File: config.mk
export PLATFORM = sky130hd
export DESIGN_NAME = com_bus_arbiter
export DESIGN_NICKNAME = d
export VERILOG_FILES = /design/src/rtl/com_bus_arbiter.sv
export SDC_FILE = /design/constraint.sdc
export NUM_CORES = 1
export LEC_CHECK = 0
export ABC_CLOCK_PERIOD_IN_PS = 3200
export BUFFER_PORTS_ARGS = -buffer_cell sky130_fd_sc_hd__clkbuf_2
export CORE_MARGIN = 5
export CORE_UTILIZATION = 35
export CTS_CLUSTER_SIZE = 12
export DETAILED_ROUTE_END_ITERATION = 8
export PLACE_DENSITY_LB_ADDON = 0.25
export SETUP_SLACK_MARGIN = 0.05
export SYNTH_ARGS = -nofsm -noshare
export SYNTH_HDL_FRONTEND = slang
export SYNTH_SLANG_ARGS = --single-unit
File: constraint.sdc
create_clock -name clk -period 3.2 [get_ports clk]
set_clock_uncertainty 0.05 [all_clocks]
set_input_delay 0.64 -clock clk [delete_from_list [all_inputs] [get_ports clk]]
set_output_delay 0.64 -clock clk [all_outputs]
set_load 0.005 [all_outputs]
File: src/rtl/com_bus_arbiter.sv
// com_bus_arbiter: common-bus arbiter for four cores (DL + IL caches each).
// A processor request is granted round-robin from rr_ptr; while a processor
// owns the bus, one snoop responder (lowest core index first) or lower-level
// memory may be granted the data bus on top of the processor grant.
//
// Optional feature: define COM_BUS_ARB_WATCHDOG_EN to bound how long a
// processor grant may be held (WDOG_CYCLES cycles, 1..255). Without it the
// watchdog counter is absent and Arb_timeout is tied low.
//
// Ports:
//   clk                 single clock, rising edge
//   rst_n               synchronous active-low reset
//   Com_Bus_Req_proc    [7:0] proc requests (0-3 DL cores 0-3, 4-7 IL cores 0-3)
//   Com_Bus_Req_snoop   [3:0] snoop-response requests, one per core
//   Mem_snoop_req       memory request to drive the data bus
//   Com_Bus_Gnt_proc    [7:0] proc grant, one-hot or zero
//   Com_Bus_Gnt_snoop   [3:0] snoop grant, one-hot or zero
//   Mem_snoop_gnt       memory grant
//   Arb_busy            high while a processor owns the bus
//   Arb_timeout         one-cycle pulse on watchdog expiry
module com_bus_arbiter #(
  parameter int unsigned WDOG_CYCLES = 64
) (
  input  logic       clk,
  input  logic       rst_n,
  input  logic [7:0] Com_Bus_Req_proc,
  input  logic [3:0] Com_Bus_Req_snoop,
  input  logic       Mem_snoop_req,
  output logic [7:0] Com_Bus_Gnt_proc,
  output logic [3:0] Com_Bus_Gnt_snoop,
  output logic       Mem_snoop_gnt,
  output logic       Arb_busy,
  output logic       Arb_timeout
);

  localparam int unsigned NPROC = 8;
  localparam int unsigned NSNP  = 4;

  // Elaboration-time range check on the watchdog length.
  if (WDOG_CYCLES < 1 || WDOG_CYCLES > 255) begin : g_bad_wdog
    $error("com_bus_arbiter: WDOG_CYCLES must be in 1..255");
  end

  typedef enum logic [1:0] {
    IDLE     = 2'd0,
    PROC_OWN = 2'd1,
    RESP_OWN = 2'd2
  } state_e;

  state_e           state_q;
  logic [2:0]       rr_ptr_q;
  logic [2:0]       owner_q;
  logic [NPROC-1:0] gnt_proc_q;
  logic [NSNP-1:0]  gnt_snoop_q;
  logic             mem_gnt_q;
  logic             busy_q;

  logic [2:0]       pick_idx_c;
  logic             pick_vld_c;
  logic [2:0]       scan_idx_c;
  logic [NSNP-1:0]  snp_oh_c;
  logic             resp_req_c;
  logic             resp_hold_c;
  logic             owner_req_c;
  logic             wdog_exp_c;
  logic             end_own_c;

  // Round-robin pick: first proc requester at or after rr_ptr (mod 8).
  // Scanning from the far end lets the nearest requester overwrite last.
  always_comb begin
    pick_idx_c = '0;
    pick_vld_c = 1'b0;
    scan_idx_c = '0;
    for (int i = NPROC - 1; i >= 0; i--) begin
      scan_idx_c = rr_ptr_q + 3'(i);
      if (Com_Bus_Req_proc[scan_idx_c]) begin
        pick_idx_c = scan_idx_c;
        pick_vld_c = 1'b1;
      end
    end
  end

  // Responder pick: lowest-index snoop request wins; memory only if none.
  always_comb begin
    snp_oh_c = '0;
    for (int i = NSNP - 1; i >= 0; i--) begin
      if (Com_Bus_Req_snoop[i]) begin
        snp_oh_c = NSNP'(1) << i;
      end
    end
  end

  assign resp_req_c  = (|Com_Bus_Req_snoop) | Mem_snoop_req;
  assign resp_hold_c = (|(gnt_snoop_q & Com_Bus_Req_snoop)) | (mem_gnt_q & Mem_snoop_req);
  assign owner_req_c = Com_Bus_Req_proc[owner_q];
  // Owner drop and watchdog expiry both end ownership; either beats a responder.
  assign end_own_c   = ~owner_req_c | wdog_exp_c;

`ifdef COM_BUS_ARB_WATCHDOG_EN
  logic [7:0] wdog_q;
  logic       timeout_q;

  assign wdog_exp_c  = (wdog_q == 8'(WDOG_CYCLES - 1));
  assign Arb_timeout = timeout_q;
`else
  assign wdog_exp_c  = 1'b0;
  assign Arb_timeout = 1'b0;
`endif

  // Arbiter FSM with registered grants.
  always_ff @(posedge clk) begin
    if (!rst_n) begin
      state_q     <= IDLE;
      rr_ptr_q    <= '0;
      owner_q     <= '0;
      gnt_proc_q  <= '0;
      gnt_snoop_q <= '0;
      mem_gnt_q   <= 1'b0;
      busy_q      <= 1'b0;
`ifdef COM_BUS_ARB_WATCHDOG_EN
      wdog_q      <= '0;
      timeout_q   <= 1'b0;
`endif
    end else begin
`ifdef COM_BUS_ARB_WATCHDOG_EN
      timeout_q <= 1'b0;
      if (state_q != IDLE) begin
        wdog_q <= wdog_q + 8'd1;
      end
`endif
      case (state_q)
        IDLE: begin
          if (pick_vld_c) begin
            gnt_proc_q <= NPROC'(1) << pick_idx_c;
            owner_q    <= pick_idx_c;
            busy_q     <= 1'b1;
            state_q    <= PROC_OWN;
`ifdef COM_BUS_ARB_WATCHDOG_EN
            wdog_q     <= '0;
`endif
          end
        end
        PROC_OWN, RESP_OWN: begin
          if (end_own_c) begin
            gnt_proc_q  <= '0;
            gnt_snoop_q <= '0;
            mem_gnt_q   <= 1'b0;
            busy_q      <= 1'b0;
            rr_ptr_q    <= owner_q + 3'd1;
            state_q     <= IDLE;
`ifdef COM_BUS_ARB_WATCHDOG_EN
            timeout_q   <= owner_req_c;
`endif
          end else if (state_q == PROC_OWN) begin
            if (resp_req_c) begin
              if (|Com_Bus_Req_snoop) begin
                gnt_snoop_q <= snp_oh_c;
              end else begin
                mem_gnt_q <= 1'b1;
              end
              state_q <= RESP_OWN;
            end
          end else if (!resp_hold_c) begin
            // Responder released: drop its grant, keep the proc grant.
            gnt_snoop_q <= '0;
            mem_gnt_q   <= 1'b0;
            state_q     <= PROC_OWN;
          end
        end
        default: begin
          state_q <= IDLE;
        end
      endcase
    end
  end

  assign Com_Bus_Gnt_proc  = gnt_proc_q;
  assign Com_Bus_Gnt_snoop = gnt_snoop_q;
  assign Mem_snoop_gnt     = mem_gnt_q;
  assign Arb_busy          = busy_q;

endmodule
# Word-level counts from Yosys, hierarchy flattened
# Index checks and enable logic that the tools add are counted.
[word_totals]
input_bits = 15
output_inout_bits = 15
elab_cells = 111
ff_bits = 22
[classes]
magnitude_cmp = 9
reduce_logical = 11
mux = 60
shifts = 1
n_addsub = 8
eq_ne = 10
bitwise_logic = 5
[ops]
columns = ["cell", "n"]
rows = [
  ["less-than comparator 3 x 4 -> 1 bit (second input constant)", 9],
  ["two-way mux 4 bit", 9],
  ["binary-select mux 1 bit (select 3 bit)", 9],
  ["two-way mux 1 bit", 24],
  ["two-way mux 3 bit", 8],
  ["two-way mux 8 bit", 2],
  ["one-hot mux 8 bit (2 select lines)", 1],
  ["adder 3 bit (second input constant)", 4],
  ["two-way mux 2 bit", 5],
  ["inequality test 3 bit (second input constant)", 3],
  ["inequality test 4 bit (second input constant)", 2],
  ["AND reduction 4 bit", 2],
  ["OR reduction 4 bit", 2],
  ["<< shifter 1 x 3 -> 8 bit (first input constant)", 1],
  ["adder 3 x 1 -> 3 bit (second input constant)", 2],
  ["adder 3 x 2 -> 3 bit (second input constant)", 2],
  ["AND reduction 3 bit", 2],
  ["AND 4 bit", 1],
  ["inequality test 2 bit (second input constant)", 2],
  ["one-hot mux 2 bit (2 select lines)", 1],
  ["AND reduction 2 bit", 2],
  ["inequality test 3 x 2 -> 1 bit (second input constant)", 1],
  ["equality test 2 x 1 -> 1 bit (second input constant)", 1],
  ["equality test 2 bit (second input constant)", 1],
  ["7 further kinds", 8],
]

# Logic depth before layout (Yosys ltp)
[logic_depth]
word_depth = 14
ltp_mapped = 13
depth_no_buf = 9

# Worst setup path before layout
# Ideal clock, no wire load.
[synth_timing]
path_type = "register to register"
startpoint = "register rr_ptr_q[1]"
endpoint = "register gnt_proc_q[1] (netlist: Com_Bus_Gnt_proc[1])"
path_stages_with_launch = 13
arrival_ps = 2958
slack_ps = 74
n_path_buf = 3
synth_period_minus_slack_ps = 3126
cell_sequence = "dfxtp_1 > buf_6 > clkbuf_1 > inv_1 > ha_1 > mux4_1 > nor4_1 > nand4b_1 > and2_4 > buf_6 > nand3b_4 > nor2_2 > a32o_2"
[synth_via]
elab_chain_cells = 14
word_cells_on_any_way = 44
classes_between = "7 x add/sub; 1 x eq/ne; 1 x shift; 34 x mux; 1 x reduce/logical"
[synth_rtl]
columns = ["item", "line_no", "text"]
rows = [
  ["from (decl)", "51", "logic [2:0] rr_ptr_q;"],
  ["from (signal assigned)", "149", "rr_ptr_q <= owner_q + 3'd1;"],
  ["adder 3 bit", "75", "scan_idx_c = rr_ptr_q + 3'(i);"],
  ["binary-select mux 1 bit (select 3 bit)", "76", "if (Com_Bus_Req_proc[scan_idx_c]) begin"],
  ["two-way mux 1 bit (implied by the code)", "76", ""],
  ["two-way mux 3 bit (8 in series)", "76", ""],
  ["<< shifter 1 x 3 -> 8 bit", "134", "gnt_proc_q <= NPROC'(1) << pick_idx_c;"],
  ["two-way mux 8 bit", "133", "if (pick_vld_c) begin"],
  ["one-hot mux 8 bit (2 select lines)", "131", "case (state_q)"],
  ["to (signal assigned)", "134", ""],
  ["to (decl)", "53", "logic [NPROC-1:0] gnt_proc_q;"],
]
# Several ways; a longest one is shown, not always the timed one. The select of a mux whose other input is x is not followed.
# A chain may end at the register's enable or synchronous reset.

# Worst setup path after layout
[layout_timing]
startpoint = "register rr_ptr_q[0]"
endpoint = "register gnt_proc_q[1] (netlist: Com_Bus_Gnt_proc[1])"
# The elaborated chain is that of the path after synthesis.

==> results by group <==
Setup path
  • Reg2reg setup slack: 290 ps
  • Crit path largest cell delay: approximately 500 ps
  • Worst path slowest cell: a211oi_2
  • Worst r2r path cells: 9
  • Critical Path End Type: flip-flop
  • Crit path launch type: flip-flop
  • WS Path Type: flip-flop to flip-flop
  • Critical Path RT: 3300 ps
  • CP max FO: 13
  • Worst-path cell chain: inv_1 > ha_1 > xor2_4 > o21ai_0 > o32ai_1 > o221ai_1 > a211oi_2 > inv_2 > a32o_2
  • WP data arrival: 3020 ps
  • Reg2reg end: Com_Bus_Gnt_proc[1]
  • R2r startpoint: rr_ptr_q[0]

Run status
  • Status: finished, final reports clean

Power
  • P_leak: 0.980 nW
  • Worst vdd ir: 0.000258 V
  • Power density cells: 617 nW/um^2

Floorplan
  • Core area: 5990 sq um
  • Die X: 89.0 um
  • Die area: 7920 sq um
  • Placement row count: 28
  • Initial Utilization: 0.364
  • Die Ht: 89.0 um
  • IO Count: 30

Global route
  • Largest net degree at the start of global routing: 25
  • Initial antenna violation count: 0
  • GR Layer Usage met3: 0.0240
  • Vias in the first global route: 1759
  • GRT Residual Overflow: 0
  • Met1 global-route usage: 0.187
  • Met2 usage: 0.225
  • Global routing's busiest layer: met2
  • First-pass GRT wire length: 8670 um
  • GRT Overall Usage: 0.136

Clock network
  • Clock Path Buffers: 2
  • Post_cts resized: 0
  • CTS Buf Count: 3
  • Hold-fix buffers, CTS: 0
  • Setup Fix Bufs, Post-CTS: 0
  • CTS Root Buffer Type: clkbuf_8
  • Clk sinks: 22
  • CTS tree: built
  • CTS H-tree lvls: 1
  • Clock-pin slew of the registers on the worst-case setup and hold paths: 80 ps
  • Clk_lat worst skew: between 200 and 300 ps

Route
  • Via count: 1811
  • Vias/cell: ~5.7
  • 1st-iter DRT viols: 83
  • Antenna viol nets, final: 0
  • Drt pass-1 iters: 4
  • Drt total wl: 5190 um
  • Drt wl/cell: 16.3 um
  • Post-route DRC: 0

Yosys
  • Syn Std Cell Area: 2180 sq um
  • Top FF cell, synth: dfxtp_1
  • Ys async rst share: 0
  • Cells taking the most area after synthesis: dfxtp_1, mux4_2, mux2i_1
  • Number of synthesized flops with an enable pin: 0
  • Sequential fraction of the synthesis area: 0.202
  • Yosys warns: 0
  • Synth top area share: 0.202
  • Post-Syn Instances: 219
  • Syn Area/Cell: about 10 sq um
  • Cell variety after synth: 66
  • Syn_nets: ~240
  • Synthesized flop and latch total: 22
  • Largest area contributor in the netlist: dfxtp_1

STA
  • Worst-Margin Slew: 536 ps
  • Final period util: 0.911
  • Fin Setup TNS: 0 ps
  • RSZ-0062 raised after global routing: no
  • Fmax: 0.343 GHz
  • Rel. slew slack: 0.642
  • Endpoints failing setup: 0
  • Final worst path period need: 2910 ps
  • Slew Viols, Final: 0
  • Final-report hold violation count: 0

Place
  • Placed insts: 314
  • Gpl congestion: 0.829
  • Count of input and output buffers: 28
  • Placed cell areas: 2350 sq um
  • Hpwl dp: a little under 4000 um

Finish
  • ANT cells: 0
  • Layout cells sized above 1: 0.305
  • Fin cells: roughly 320
  • Post-layout net count: ~270
  • Design Area, Final: 2410 sq um
  • Layout area overhead: 10.2%

Worst hold path
  • Hold Crit Class: flip-flop to flip-flop
  • Hold depth: 1
  • WHS Endpoint: Com_Bus_Gnt_proc[0]
  • Hold_sp: Com_Bus_Gnt_proc[0]

Run
  • Max Cap Viol: 0
## cell usage after synthesis (all sizes together) (2+ instances only)
cell type and instances:
mux2i 16, buf 11, nand2b 3, o221ai 2
and2 4, nand4 3, ha 8, mux4 15
a32o 8, nand4b 2, o21ai 11, xnor2 3
nand2 8, nor2b 12, nor3 5, a21oi 7
clkbuf 2, inv 15, nand3 2, a22oi 4
a31oi 2, or2b 2, o21a 2, a21boi 3
a221oi 3, dfxtp 22, nor2 11, o22ai 2
mux2 8
## cell families (layout without fill, tap and decap cells)
kind of cell	Yosys count	in the layout	synth area share
simple gates	59	59	0.161
buf+inv	28	52	0.0734
mux	39	39	0.280
compound gates	58	58	0.208
other cells	1	1	0.00172
fa+ha+maj	8	8	0.0458
xor+xnor	4	4	0.0281
flops	22	22	0.202
## how the worst max path moves through the flow
stage                     depth (start not counted)  slack (ps)                  end                start
after CTS                                         9         340  Com_Bus_Gnt_proc[1]          rr_ptr_q[0]
after detailed placement                          7         290  Com_Bus_Gnt_proc[1]  Com_Bus_Req_proc[6]
after floorplan                                  12          70  Com_Bus_Gnt_proc[1]          rr_ptr_q[1]
after global placement                            7         270  Com_Bus_Gnt_proc[1]  Com_Bus_Req_proc[4]
after global routing                              9          70  Com_Bus_Gnt_proc[1]          rr_ptr_q[0]
final                                             9         290  Com_Bus_Gnt_proc[1]          rr_ptr_q[0]
## cell usage in the layout, fill, tap and decap left out, types with 6 or more instances in the layout
cell      count
a21oi_1       7
a32o_1        6
clkbuf_2     28
dfxtp_1      22
ha_1          8
inv_1        13
mux2_2        7
mux2i_1      15
mux4_2       13
nand2_1       8
nor2_1       10
nor2b_1      11
o21ai_0      10
## per-layer routing
layer | wire length, um | vias up
met5 | 0 | -
met4 | 26 | 0
met3 | 268 | 2
met2 | 2500 | 41
met1 | 2400 | 873
li1 | - | 895
## worst max-delay path, delay by kind of cell, from the launching register on
kind                       cells  cell delay (ps)
buffers and inverters          2              270
DFF                            1              320
adders and majority gates      1              380
xor gates and xnor gates       1              390
AOI/OAI and AO/OA              5             1400
## flip-flops by register name (all words and copies together), names as in the netlist
signal and cells:
Arb_busy 1, owner_q 3, Mem_snoop_gnt 1, state_q 2
rr_ptr_q 3, Com_Bus_Gnt_proc 8, Com_Bus_Gnt_snoop 4
## final cells by class
class,count,area (sq um)
fillers,609,3580
multi-input cells,169,1580
flip-flops and latches,22,440
repair buffers,33,178
well taps,75,93.8
inverters,15,56.3
clock buffers,4,55.1
## where the power goes
group / internal [mW] / switching (mW)
Combinational: 0.428 / 0.504
Clock: 0.110 / 0.0887
Sequential: 0.315 / 0.0392
## per-stage QoR
step                utilization  power, mW  worst slack [ps]  hold WS (ps)
detailed placement        0.392       1.28               290           409
CTS                       0.402       1.50               335           429
floorplan                     -       1.11              74.4           416
global route              0.402       1.60              70.8           448
finish                    0.402       1.48               286           422
global placement          0.392       1.29               266           410
Power figures use the tool's default switching activity.
